$ cat src/rtl/register_file_sb.sv
// register_file_sb
//   General-purpose register file with a per-register busy scoreboard.
//   Two combinational read ports with write-through bypass on enabled bytes,
//   one byte-enabled write port, optional hardwired-zero register 0, and
//   busy tracking for registers awaiting multi-cycle results.
// Ports:
//   clk, reset (async, active-low)
//   read_register_1/2 -> read_data_1/2, busy_1/2       decode read/lookup
//   write_register, write_data, write_byte_enable, Regwrite   writeback
//   issue_valid, issue_register -> issue_ready          issue handshake
//   outstanding_count                                   number of busy regs
//   register_v0                                         stored reg 2, no bypass
module register_file_sb #(
    parameter int DATA_WIDTH     = 32,
    parameter int ADDR_WIDTH     = 5,
    parameter int ZERO_HARDWIRED = 1
) (
    input  logic                      clk,
    input  logic                      reset,
    input  logic [ADDR_WIDTH-1:0]     read_register_1,
    input  logic [ADDR_WIDTH-1:0]     read_register_2,
    output logic [DATA_WIDTH-1:0]     read_data_1,
    output logic [DATA_WIDTH-1:0]     read_data_2,
    output logic                      busy_1,
    output logic                      busy_2,
    input  logic [ADDR_WIDTH-1:0]     write_register,
    input  logic [DATA_WIDTH-1:0]     write_data,
    input  logic [DATA_WIDTH/8-1:0]   write_byte_enable,
    input  logic                      Regwrite,
    input  logic                      issue_valid,
    input  logic [ADDR_WIDTH-1:0]     issue_register,
    output logic                      issue_ready,
    output logic [ADDR_WIDTH:0]       outstanding_count,
    output logic [DATA_WIDTH-1:0]     register_v0
);

    localparam int DEPTH  = 1 << ADDR_WIDTH;
    localparam int NBYTES = DATA_WIDTH / 8;

    logic [DATA_WIDTH-1:0] regs_r [DEPTH];
    logic [DEPTH-1:0]      busy_r;
    logic [ADDR_WIDTH:0]   count_r;

    logic [DATA_WIDTH-1:0] wr_mask_s;
    logic                  accept_s;
    logic                  set_s;
    logic                  clr_s;
    logic                  issue_ready_s;

    // True when addr names the hardwired-zero register.
    function automatic logic is_zero_reg(input logic [ADDR_WIDTH-1:0] addr);
        return (ZERO_HARDWIRED != 0) && (addr == {ADDR_WIDTH{1'b0}});
    endfunction

    // Expand per-byte enables into a per-bit mask.
    function automatic logic [DATA_WIDTH-1:0] expand_be(input logic [NBYTES-1:0] be);
        logic [DATA_WIDTH-1:0] m;
        m = {DATA_WIDTH{1'b0}};
        for (int i = 0; i < NBYTES; i++) begin
            m[8*i +: 8] = {8{be[i]}};
        end
        return m;
    endfunction

    // Read value for one port: hardwired zero, else storage with bypass of enabled bytes.
    function automatic logic [DATA_WIDTH-1:0] read_port(input logic [ADDR_WIDTH-1:0] addr,
                                                        input logic [DATA_WIDTH-1:0] stored);
        logic [DATA_WIDTH-1:0] v;
        if (is_zero_reg(addr)) begin
            v = {DATA_WIDTH{1'b0}};
        end else if (Regwrite && (write_register == addr)) begin
            v = (stored & ~wr_mask_s) | (write_data & wr_mask_s);
        end else begin
            v = stored;
        end
        return v;
    endfunction

    // Issue handshake and scoreboard update terms.
    always_comb begin
        wr_mask_s     = expand_be(write_byte_enable);
        issue_ready_s = is_zero_reg(issue_register) || !busy_r[issue_register];
        accept_s      = issue_valid && issue_ready_s;
        // Register 0 (when hardwired) is accepted but never marked busy.
        set_s         = accept_s && !is_zero_reg(issue_register);
        // Only a write that actually retires a busy bit lowers the count.
        clr_s         = Regwrite && busy_r[write_register];
    end

    // Read ports; forced to zero while reset is held so bypass cannot leak through.
    always_comb begin
        if (!reset) begin
            read_data_1 = {DATA_WIDTH{1'b0}};
            read_data_2 = {DATA_WIDTH{1'b0}};
        end else begin
            read_data_1 = read_port(read_register_1, regs_r[read_register_1]);
            read_data_2 = read_port(read_register_2, regs_r[read_register_2]);
        end
    end

    // Register storage with byte-enabled writes.
    always_ff @(posedge clk or negedge reset) begin
        if (!reset) begin
            for (int i = 0; i < DEPTH; i++) begin
                regs_r[i] <= {DATA_WIDTH{1'b0}};
            end
        end else if (Regwrite && !is_zero_reg(write_register)) begin
            regs_r[write_register] <= (regs_r[write_register] & ~wr_mask_s)
                                    | (write_data & wr_mask_s);
        end
    end

    // Busy bits: clear on writeback, then set on issue so a same-register collision stays busy.
    always_ff @(posedge clk or negedge reset) begin
        if (!reset) begin
            busy_r <= {DEPTH{1'b0}};
        end else begin
            if (Regwrite) begin
                busy_r[write_register] <= 1'b0;
            end
            if (set_s) begin
                busy_r[issue_register] <= 1'b1;
            end
        end
    end

    // Outstanding counter; set and clear in the same edge cancel.
    always_ff @(posedge clk or negedge reset) begin
        if (!reset) begin
            count_r <= {(ADDR_WIDTH+1){1'b0}};
        end else begin
            case ({set_s, clr_s})
                2'b10:   count_r <= count_r + {{ADDR_WIDTH{1'b0}}, 1'b1};
                2'b01:   count_r <= count_r - {{ADDR_WIDTH{1'b0}}, 1'b1};
                default: count_r <= count_r;
            endcase
        end
    end

    assign busy_1            = busy_r[read_register_1];
    assign busy_2            = busy_r[read_register_2];
    assign issue_ready       = issue_ready_s;
    assign outstanding_count = count_r;
    assign register_v0       = regs_r[2];

endmodule

$ cat config.mk
export PLATFORM = sky130hd
export DESIGN_NAME = register_file_sb
export DESIGN_NICKNAME = d
export VERILOG_FILES = /design/src/rtl/register_file_sb.sv
export SDC_FILE = /design/constraint.sdc
export NUM_CORES = 2
export LEC_CHECK = 0
export CAP_MARGIN = 20
export CORE_MARGIN = 2
export CORE_UTILIZATION = 62
export DETAILED_ROUTE_END_ITERATION = 10
export DONT_BUFFER_PORTS = 1
export PLACE_DENSITY = 0.74
export SLEW_MARGIN = 25
export SYNTH_ARGS = -nofsm -noshare
export SYNTH_HDL_FRONTEND = slang
export SYNTH_SLANG_ARGS = --single-unit
export TNS_END_PERCENT = 30
$ cat constraint.sdc
create_clock -name clk -period 4.17 [get_ports clk]
set_clock_uncertainty 0.15 [all_clocks]
set_input_delay 0.834 -clock clk [delete_from_list [all_inputs] [get_ports clk]]
set_output_delay 0.834 -clock clk [all_outputs]
set_load 0.02 [all_outputs]
==> metrics.md <==
| Metric | Value |
|---|---|
| Status | complete, but fails checks |
| Violated checks | max-slew violations, negative setup slack |
| Starting Density | 0.623 |
| Endpoints failing setup | 64 |
| Synth unique cells | 78 |
| DR DRC count | 0 |
| Layout cells sized above 1 | 0.217 |
| Final Hold Viols | 0 |
| Syn avg cell area | roughly 11 sq um |
| Largest net degree at the start of global routing | 1,067 |
| HP Class | input port to async pin |
| Critical Path RT | roughly 3.2 ns |
| Worst Max-Slew Pin Slew | 1.97 ns |
| Setup_tns | -43.72 ns |
| All-Layer GR Usage | 0.455 |
| CP arrival | 4.07 ns |
| CTS tree | yes |
| Max Clock Freq | ~0.20 GHz |
| FP Rows | 118 |
| Grt total ovfl | 0 |
| Vias per cell | 7.76 |
| Initial antenna violation count | 10 |
| Worst r2r dst | outstanding_count[5] |
| Synth Area in Compound Gates | 0.159 |
| Simple-gate area share of the yosys netlist | 0.0858 |
| CP Launch Type | input port |
| Rel. slew slack | -0.311 |
| Number of global-route vias before repair | 52,400 |
| Critical path class | input port to output port |
| Die width | approximately 330 um |
| TritonCTS Buffers | about 120 |
| Cell Area, Synth | 64,200 sq um |
| #FFs+latches synth | about 1,100 |
| Layout fillers | approximately 7,700 |
| Routability Congestion | slightly above 0.9 |
| Final WS setup | -0.888 ns |
| IO Pins | ~170 |
| Tot Pwr | 32.4 mW |
| Number of setup buffers added after CTS | 0 |
| Worst reg2reg setup slack | 0.45 ns |
| RR Startpoint | busy_r[31] |
| Final Critical Period | 5.06 ns |
| Skew-Pair Late Insertion Delay | 0.73 ns |
| Ys flop type | dfrtp_1 |
| Placed Cells | 6,800 |
| Longest Clk Path Bufs | 3 |
| Initial DRC Count | 9,173 |
| Largest family of logic cells by synthesized area | multiplexers |
| Die height | between 300 and 400 um |
| Mux share of post-synthesis cell area | 0.286 |
| Vias | 54,700 |
| Area contributors post-synth | dfrtp_1 41%, mux4_2 22%, nand2_1 7.0% |
| Synthesized netlist cell count | 5,886 |
| Number of synthesis warnings | 0 |
| Nets | 5,619 |
| Max cap viols | 0 |
| Port bufs | 0 |
| Final HPWL DP | 135,000 um |
| Post-Synth Adder-Cell Area | 0.00129 |
| Largest fanout on the critical path | 319 |
| H-Tree Depth | 3 |
| R2R cell count | 13 |
| Syn nets | between 5,000 and 6,000 |
| Synth async-reset ratio | 1.00 |
| Final Cycle Share | 1.21 |
| Core box area | 103,000 sq um |
| Synth top area share | 0.414 |
| WL/cell | 34.7 um |
| Pre-antenna DRT Iters | 7 |
| Clk root buf | clkbuf_16 |
| Clock transition at path regs | 0.06 ns |
| RSZ-0062 raised after global routing | false |
| Post-route ant nets | 0 |
| CTS Sinks | between 1,000 and 1,500 |
| PD cells | 465 nW/um^2 |
| Die area | 106,000 sq um |
| Synth area leader | dfrtp_1 |
| Post-synth EDFFs | 0 |
| Worst setup EP type | output port |
| Worst vdd ir | 0.000368 V |
| Area delta synth->final | 8.77% |
| XOR/XNOR Fraction of Synth Area | 0.00216 |
| First-pass GRT wire length | 353,000 um |
| Non-Filler Instances | about 7,000 |
| Sequential area share after synthesis | 0.414 |
| Post-Route WL | between 200,000 and 250,000 um |
| Fin. max-slew vios | about 120 |
| LEAKAGE | 29.7 nW |
[per-layer routing]
layer	vias to the layer above	global-route usage	share of wire	routed length (um)
li1	21400	-	-	-
met1	26800	0.583	0.33	80800
met2	5099	0.624	0.41	101000
met3	1346	0.194	0.17	41600
met4	8	0.319	0.085	20700
met5	-	0.00621	0.00063	154
[how the worst max path moves through the flow]
stage                       start                    to  slack, ns  cells after the start
5_1_grt        read_register_1[1]        read_data_1[0]       0.22                      6
3_5_place_dp    issue_register[0]  outstanding_count[5]       0.12                     13
2_1_floorplan   write_register[0]  outstanding_count[5]       0.04                     16
4_1_cts                     reset       read_data_2[23]       0.17                      4
3_3_place_gp    issue_register[0]  outstanding_count[5]       0.14                     14
6_report        write_register[0]       read_data_2[13]      -0.89                      7
[flip-flops by register name (all words and copies together) (netlist names)]
name and cells:
register_v0 32, regs_r 992, outstanding_count 6, busy_r 32
[where the power goes]
part	switching, mW	internal [mW]
clock	4.43	6.46
combinational	3.35	3.77
sequential	2.21	12.2
[timing repair]
item / CTS / global route
hold endpoints to repair: 1062 / 145
gates resized for setup: 0 / 3
endpoints found under the setup margin: 0 / 64
[critical path, stage by stage]
cell,delay [ns]
xor2_1,0.76
nor3_2,0.08
buf_4,0.16
nand2_1,0.32
nand2_1,0.39
o22ai_1,0.41
buf_4,0.21
[synthesized netlist by cell type, types with 6 or more instances]
cell type,count
and2_1,6
inv_1,11
buf_2,159
nand2_1,1193
nor2_1,21
o21ai_0,858
o2111ai_1,13
nor3_1,18
o21ai_1,171
and3_1,6
a2111oi_0,6
mux4_2,641
buf_4,50
nand4_1,11
a32o_1,45
a211oi_1,39
nor3b_1,7
o211ai_1,9
mux2i_1,370
a22o_1,47
nand2b_1,9
clkbuf_2,16
buf_6,28
o41ai_1,8
o21ai_2,30
xnor2_1,11
dfrtp_1,1062
a21oi_1,146
nor2b_1,30
buf_1,39
o22ai_2,8
a22oi_1,129
mux2_2,19
nand3_1,21
o22ai_1,77
clkbuf_1,408
o221ai_1,81
[kinds of logic after synthesis]
group,Yosys count
AOI/OAI and AO/OA,1699
and+or+nand+nor,1357
DFF,1062
muxes,1030
buffers and inverters,717
xor gates and xnor gates,15
adders and majority gates,6
[final cells by class]
class                      instances  area [sq um]  area share
antenna                           19          47.5    0.000681
clock buffer                     170          3470      0.0497
timing repair buffer             252          2640      0.0377
sequential                      1062         26600       0.381
inverter                          15          56.3    0.000806
clock inverter                    41           522     0.00747
multi-input combinational       4107         34800       0.498
tap                             1380          1730      0.0247
[metrics by stage]
stage	cell area, sq um	hold WS [ns]	util	setup slack (ns)
floorplan	64200	0.308	-	0.0370
global placement	65200	0.243	0.633	0.136
detailed placement	65300	0.252	0.634	0.122
CTS	69300	-0.272	0.672	0.170
global route	69800	0.0589	0.677	0.216
finish	69800	0.0175	0.678	-0.888
[placed cells by master, fill, tap and decap left out, types with 12 or more instances in the layout]
master | synthesis | final
nand2_1 | 1193 | 1161
dfrtp_1 | 1062 | 1062
o21ai_0 | 858 | 858
mux4_2 | 641 | 641
mux2i_1 | 370 | 370
buf_4 | 50 | 197
o21ai_1 | 171 | 168
a21oi_1 | 146 | 145
a22oi_1 | 129 | 129
clkbuf_16 | 0 | 124
o221ai_1 | 81 | 81
o22ai_1 | 77 | 73
a22o_1 | 47 | 47
a32o_1 | 45 | 44
a211oi_1 | 39 | 39
buf_12 | 0 | 37
o21ai_2 | 30 | 32
clkbuf_8 | 0 | 30
nor2b_1 | 30 | 29
clkinv_2 | 0 | 24
nand2_4 | 0 | 23
nand3_1 | 21 | 21
clkbuf_1 | 408 | 21
diode_2 | 0 | 19
mux2_2 | 19 | 19
nor3_1 | 18 | 15
o2111ai_1 | 13 | 13
nor2_1 | 21 | 12
bufinv_16 | 0 | 12
Power figures use the tool's default switching activity.
